$ cat config.mk
export PLATFORM = sky130hd
export DESIGN_NAME = scan_seq_ctrl
export DESIGN_NICKNAME = d
export VERILOG_FILES = /design/src/rtl/scan_seq_ctrl.sv
export SDC_FILE = /design/constraint.sdc
export NUM_CORES = 1
export LEC_CHECK = 0
export ABC_CLOCK_PERIOD_IN_PS = 2480
export CAP_MARGIN = 20
export CORE_MARGIN = 2
export CORE_UTILIZATION = 30
export CTS_CLUSTER_DIAMETER = 100
export CTS_CLUSTER_SIZE = 10
export DETAILED_ROUTE_END_ITERATION = 12
export SYNTH_ARGS = -nofsm -noshare
export SYNTH_HDL_FRONTEND = slang
export SYNTH_SLANG_ARGS = --single-unit
export TNS_END_PERCENT = 1
$ cat constraint.sdc
create_clock -name clk_i -period 2.48 [get_ports clk_i]
set_clock_uncertainty 0.1 [all_clocks]
set_input_delay 0.744 -clock clk_i [delete_from_list [all_inputs] [get_ports clk_i]]
set_output_delay 0.744 -clock clk_i [all_outputs]
set_load 0.05 [all_outputs]
$ cat src/rtl/scan_seq_ctrl.sv
// Scan sequencer for a multiplexed LED panel.
// Runs shift -> latch -> binary-weighted display (-> optional blank) -> advance
// over bit planes, then rows, then panels.
// Optional build macro SCAN_BLANK_EN inserts BLANK_CYC dead-time cycles after each
// display period. When it is undefined, DISPLAY goes straight to ADVANCE.
module scan_seq_ctrl #(
   parameter int unsigned PWM_DEPTH = 8,
   parameter int unsigned ROWS      = 8,
   parameter int unsigned PANELS    = 4,
   parameter int unsigned BASE_ON   = 4,
   parameter int unsigned BLANK_CYC = 2
) (
   input  logic                          clk_i,
   input  logic                          rst_i,
   input  logic                          enable_i,
   output logic                          shift_req_o,
   input  logic                          shift_done_i,
   output logic [$clog2(ROWS)-1:0]       row_o,
   output logic [$clog2(PANELS)-1:0]     panel_o,
   output logic [$clog2(PWM_DEPTH)-1:0]  plane_o,
   output logic                          led_latch_o,
   output logic                          led_en_o,
   output logic                          frame_end_o,
   output logic                          busy_o
);

   localparam int unsigned PlaneW = $clog2(PWM_DEPTH);
   localparam int unsigned RowW   = $clog2(ROWS);
   localparam int unsigned PanelW = $clog2(PANELS);
   // Longest display period belongs to the top plane.
   localparam int unsigned MaxOn  = BASE_ON << (PWM_DEPTH - 1);
   localparam int unsigned CntW   = $clog2(MaxOn + 1);

   localparam logic [2:0] StIdle    = 3'd0;
   localparam logic [2:0] StShift   = 3'd1;
   localparam logic [2:0] StLatch   = 3'd2;
   localparam logic [2:0] StDisplay = 3'd3;
   localparam logic [2:0] StBlank   = 3'd4;
   localparam logic [2:0] StAdvance = 3'd5;

   logic [2:0]        state_q, state_d;
   logic [CntW-1:0]   on_cnt_q, on_cnt_d;
   logic [CntW-1:0]   on_len;
   logic [PlaneW-1:0] plane_q, plane_d;
   logic [RowW-1:0]   row_q, row_d;
   logic [PanelW-1:0] panel_q, panel_d;
   logic              last_plane, last_row, last_panel, wrap_all;

`ifdef SCAN_BLANK_EN
   localparam int unsigned BlkW = (BLANK_CYC > 1) ? $clog2(BLANK_CYC) : 1;
   logic [BlkW-1:0]   blk_cnt_q, blk_cnt_d;
`endif

   assign last_plane = (plane_q == PlaneW'(PWM_DEPTH - 1));
   assign last_row   = (row_q == RowW'(ROWS - 1));
   assign last_panel = (panel_q == PanelW'(PANELS - 1));
   assign wrap_all   = last_plane && last_row && last_panel;
   assign on_len     = CntW'(BASE_ON) << plane_q;

   // Next-state, counter and index update logic.
   always_comb begin
      state_d  = state_q;
      on_cnt_d = on_cnt_q;
      plane_d  = plane_q;
      row_d    = row_q;
      panel_d  = panel_q;
`ifdef SCAN_BLANK_EN
      blk_cnt_d = blk_cnt_q;
`endif
      case (state_q)
         StIdle: begin
            if (enable_i) state_d = StShift;
         end
         StShift: begin
            if (shift_done_i) state_d = StLatch;
         end
         StLatch: begin
            state_d  = StDisplay;
            // Count down to zero so the display lasts exactly on_len cycles.
            on_cnt_d = on_len - CntW'(1);
         end
         StDisplay: begin
            if (on_cnt_q == '0) begin
`ifdef SCAN_BLANK_EN
               state_d   = StBlank;
               blk_cnt_d = BlkW'(BLANK_CYC - 1);
`else
               state_d   = StAdvance;
`endif
            end else begin
               on_cnt_d = on_cnt_q - CntW'(1);
            end
         end
`ifdef SCAN_BLANK_EN
         StBlank: begin
            if (blk_cnt_q == '0) state_d = StAdvance;
            else blk_cnt_d = blk_cnt_q - BlkW'(1);
         end
`endif
         StAdvance: begin
            if (last_plane) begin
               plane_d = '0;
               if (last_row) begin
                  row_d   = '0;
                  panel_d = last_panel ? '0 : panel_q + PanelW'(1);
               end else begin
                  row_d = row_q + RowW'(1);
               end
            end else begin
               plane_d = plane_q + PlaneW'(1);
            end
            // A dropped enable only takes effect once the frame is complete.
            state_d = (wrap_all && !enable_i) ? StIdle : StShift;
         end
         default: state_d = StIdle;
      endcase
   end

   // State and counter registers with synchronous reset.
   always_ff @(posedge clk_i) begin
      if (rst_i) begin
         state_q  <= StIdle;
         on_cnt_q <= '0;
         plane_q  <= '0;
         row_q    <= '0;
         panel_q  <= '0;
`ifdef SCAN_BLANK_EN
         blk_cnt_q <= '0;
`endif
      end else begin
         state_q  <= state_d;
         on_cnt_q <= on_cnt_d;
         plane_q  <= plane_d;
         row_q    <= row_d;
         panel_q  <= panel_d;
`ifdef SCAN_BLANK_EN
         blk_cnt_q <= blk_cnt_d;
`endif
      end
   end

   // Moore outputs decoded from the registered state.
   always_comb begin
      shift_req_o = (state_q == StShift);
      led_latch_o = (state_q == StLatch);
      led_en_o    = (state_q == StDisplay);
      busy_o      = (state_q != StIdle);
      frame_end_o = (state_q == StAdvance) && wrap_all;
      row_o       = row_q;
      panel_o     = panel_q;
      plane_o     = plane_q;
   end

endmodule

==> results.sh <==
export IMPL_outcome="completed"
export IMPL_setup_tns_ps=0
export IMPL_stdcell_area_mm2=0.00182
export IMPL_dp_slack_ps=222
export IMPL_clkTransAtPathRegs_ps=90
export IMPL_yosys_area_top_type_share_pct=29.0
export IMPL_io_pins=17
export IMPL_overflow=0
export IMPL_fmax_ghz=0.424
export IMPL_async_reset_ff_share_pct=0
export IMPL_antenna_found_initial=0
export IMPL_critical_path_max_stage_delay_ps=390
export IMPL_synth_nets=198
export IMPL_syn_area_mm2=0.00145
export IMPL_start_kind="flip-flop"
export IMPL_cap_violations=0
export IMPL_yosysTopAreaCell="dfxtp_1"
export IMPL_grt_max_degree=23
export IMPL_maxSlewHeadroom_pct=66.3
export IMPL_numCtsBuffers=3
export IMPL_grt_pass1_wl_mm=5.95
export IMPL_postCtsSetupBuffers=0
export IMPL_finalWirelength_mm=3.38
export IMPL_die_h_um=73.6
export IMPL_path_cells="ha_1 -> ha_1 -> nand3_1 -> nor2_4 -> buf_12"
export IMPL_htree_levels=1
export IMPL_hold_violations=0
export IMPL_synth_edff_count=0
export IMPL_cts_resized=0
export IMPL_clk_latency_ps=270
export IMPL_worstPathMaxFanout=4
export IMPL_die_x_um=73.6
export IMPL_grt_pass1_vias=1257
export IMPL_cp_end_kind="output pin"
export IMPL_fillers=481
export IMPL_arrival_ps=1510
export IMPL_area_delta_synth_final_pct=25.1
export IMPL_dpl_instance_area_mm2=0.00175
export IMPL_worst_pin_slew_ps=503
export IMPL_dp_cells=251
export IMPL_total_power_mw=0.795
export IMPL_ant_nets=0
export IMPL_hold_slack_ps=378
export IMPL_hpwl_mm=2.52
export IMPL_syn_inst=184
export IMPL_vias=1375
export IMPL_drt_first_pass_iters=5
export IMPL_drc=0
export IMPL_synthFlopType="dfxtp_1"
export IMPL_grt_usage_pct=13.9
export IMPL_multi_input_area_um2=967
export IMPL_final_cells=255
export IMPL_synth_yosys_seq_area_share_pct=29.0
export IMPL_ctsHoldBuffers=0
export IMPL_ys_types=44
export IMPL_wl_per_cell_um=13.3
export IMPL_synth_warnings=0
export IMPL_cts_tree="built"
export IMPL_avgSynthCellArea_um2=7.89
export IMPL_ir_worst_vdd_uv=222
export IMPL_drt_iter0_markers=99
export IMPL_crit_path_frequent_cell="ha_1"
export IMPL_rows=25
export IMPL_critPathKind="flip-flop to output pin"
export IMPL_seq_area_um2=422
export IMPL_viasPerCell=5.39
export IMPL_cellLeakagePower_nw=0.683
export IMPL_final_core_util_pct=38.7
export IMPL_slew_viol_final=0
export IMPL_start_util_pct=30.9
export IMPL_yosys_top_cells_area="dfxtp_1 29%, ha_1 8.6%, a21oi_1 5.2%"
export IMPL_place_gp_congestion=0.849
export IMPL_hold_class="flip-flop to flip-flop"
export IMPL_die_area_mm2=0.00541
export IMPL_required_ps=1640
export IMPL_rsz0062_at_grt="false"
export IMPL_layout_min_cycle_time_ps=2360
export IMPL_crit_slowest_cell="dfxtp_1"
export IMPL_layout_setup_ws_ps=123
export IMPL_drive_above_1_share_pct=14.9
export IMPL_p_per_area_mw_per_mm2=438
export IMPL_cts_buffer_depth=2
export IMPL_root_buffer="clkbuf_8"
export IMPL_period_share_pct=95.1
export IMPL_nets=216
export IMPL_synth_seq_cells=21
export IMPL_portBuffers=16
export IMPL_core_mm2=0.00469
export IMPL_finalSetupViolCount=0
export IMPL_clock_sinks=21
export IMPL_diodes=0
kinds of logic after synthesis:
kind of cell / Yosys count / share of synthesized area, %
AO/OA/AOI/OAI: 43 / 18.8
multiplexers: 5 / 3.71
XOR/XNOR: 5 / 3.02
buffers and inverters: 18 / 5.78
flip-flops: 21 / 29.0
AND/OR/NAND/NOR: 82 / 31.1
adder cells (fa/ha/maj): 10 / 8.62
cells in the mapped netlist, types with 2 or more instances:
cell type and instances:
nand3b_1 3, and2_1 3, nor4_1 3, nor2b_1 4, nor3_1 11, ha_1 10, mux2i_1 2, xor2_1 2
nand3_1 7, dfxtp_1 21, nor2_1 19, a21oi_1 15, nor3b_1 2, buf_6 2, and3b_1 2, o21ai_0 7
clkbuf_1 9, a31oi_1 3, a22oi_1 2, mux2_2 3, a21o_1 2, a211oi_1 5, nor4b_1 3, nand2b_1 4
xnor2_1 3, nand2_1 13, inv_1 5, or3_1 3
registers in the layout, indices dropped and copies added (netlist names):
signal and flops:
on_cnt_q 10, panel_o 2, plane_o 3, row_o 3
state_q 3
cell usage in the layout (no fill, tap or decap), types with 4 or more instances in the layout:
cell type	count
nor2_1	18
nand2b_1	4
inv_1	5
a211oi_1	5
buf_4	9
nand2_1	13
ha_1	10
a21oi_1	15
nor3_1	11
nand3_1	7
nor2b_1	4
o21ai_0	7
dfxtp_1	20
buf_12	6
clkdlybuf4s50_1	10
metal layers:
| metal | track usage (%) | share of wire (%) | vias to the layer above | routed length, um |
|---|---|---|---|---|
| li1 | - | - | 701 | - |
| met1 | 21.1 | 51 | 645 | 1730 |
| met2 | 20.0 | 44 | 25 | 1480 |
| met4 | 2.42 | 0.68 | 0 | 23 |
| met5 | 0 | 0 | - | 0 |
| met3 | 3.16 | 4.5 | 4 | 151 |
report_power, final:
part	total (mW)	leakage (nW)	switching, mW	internal [mW]
sequential	0.360	0.170	0.0140	0.346
combinational	0.190	0.491	0.106	0.0831
clock	0.246	0.0217	0.132	0.114
area by class of cell:
type	instances	area share, %
clock buffer	3	2.27
clock inverter	1	0.414
inverter	6	1.24
multi-input combinational	145	53.3
sequential	21	23.2
tap	54	3.72
timing repair buffer	25	15.9
worst paths after layout:
| kind | cells past startpoint | endpoint | slack (ps) | start |
|---|---|---|---|---|
| worst max-delay path | 5 | frame_end_o | 120 | row_o[0] |
| worst min-delay path | 2 | row_o[2] | 380 | row_o[2] |
| worst max register to register | 8 | on_cnt_q[6] | 260 | state_q[2] |
| worst min register to register | 2 | row_o[2] | 380 | row_o[2] |
worst max-delay path, delay by kind of cell, from the launching register on:
kind,cells,cell delay (ps)
flops,1,390
fa+ha+maj,2,370
simple gates,2,330
buf+inv,1,150
(Power assumes the default switching activity.)
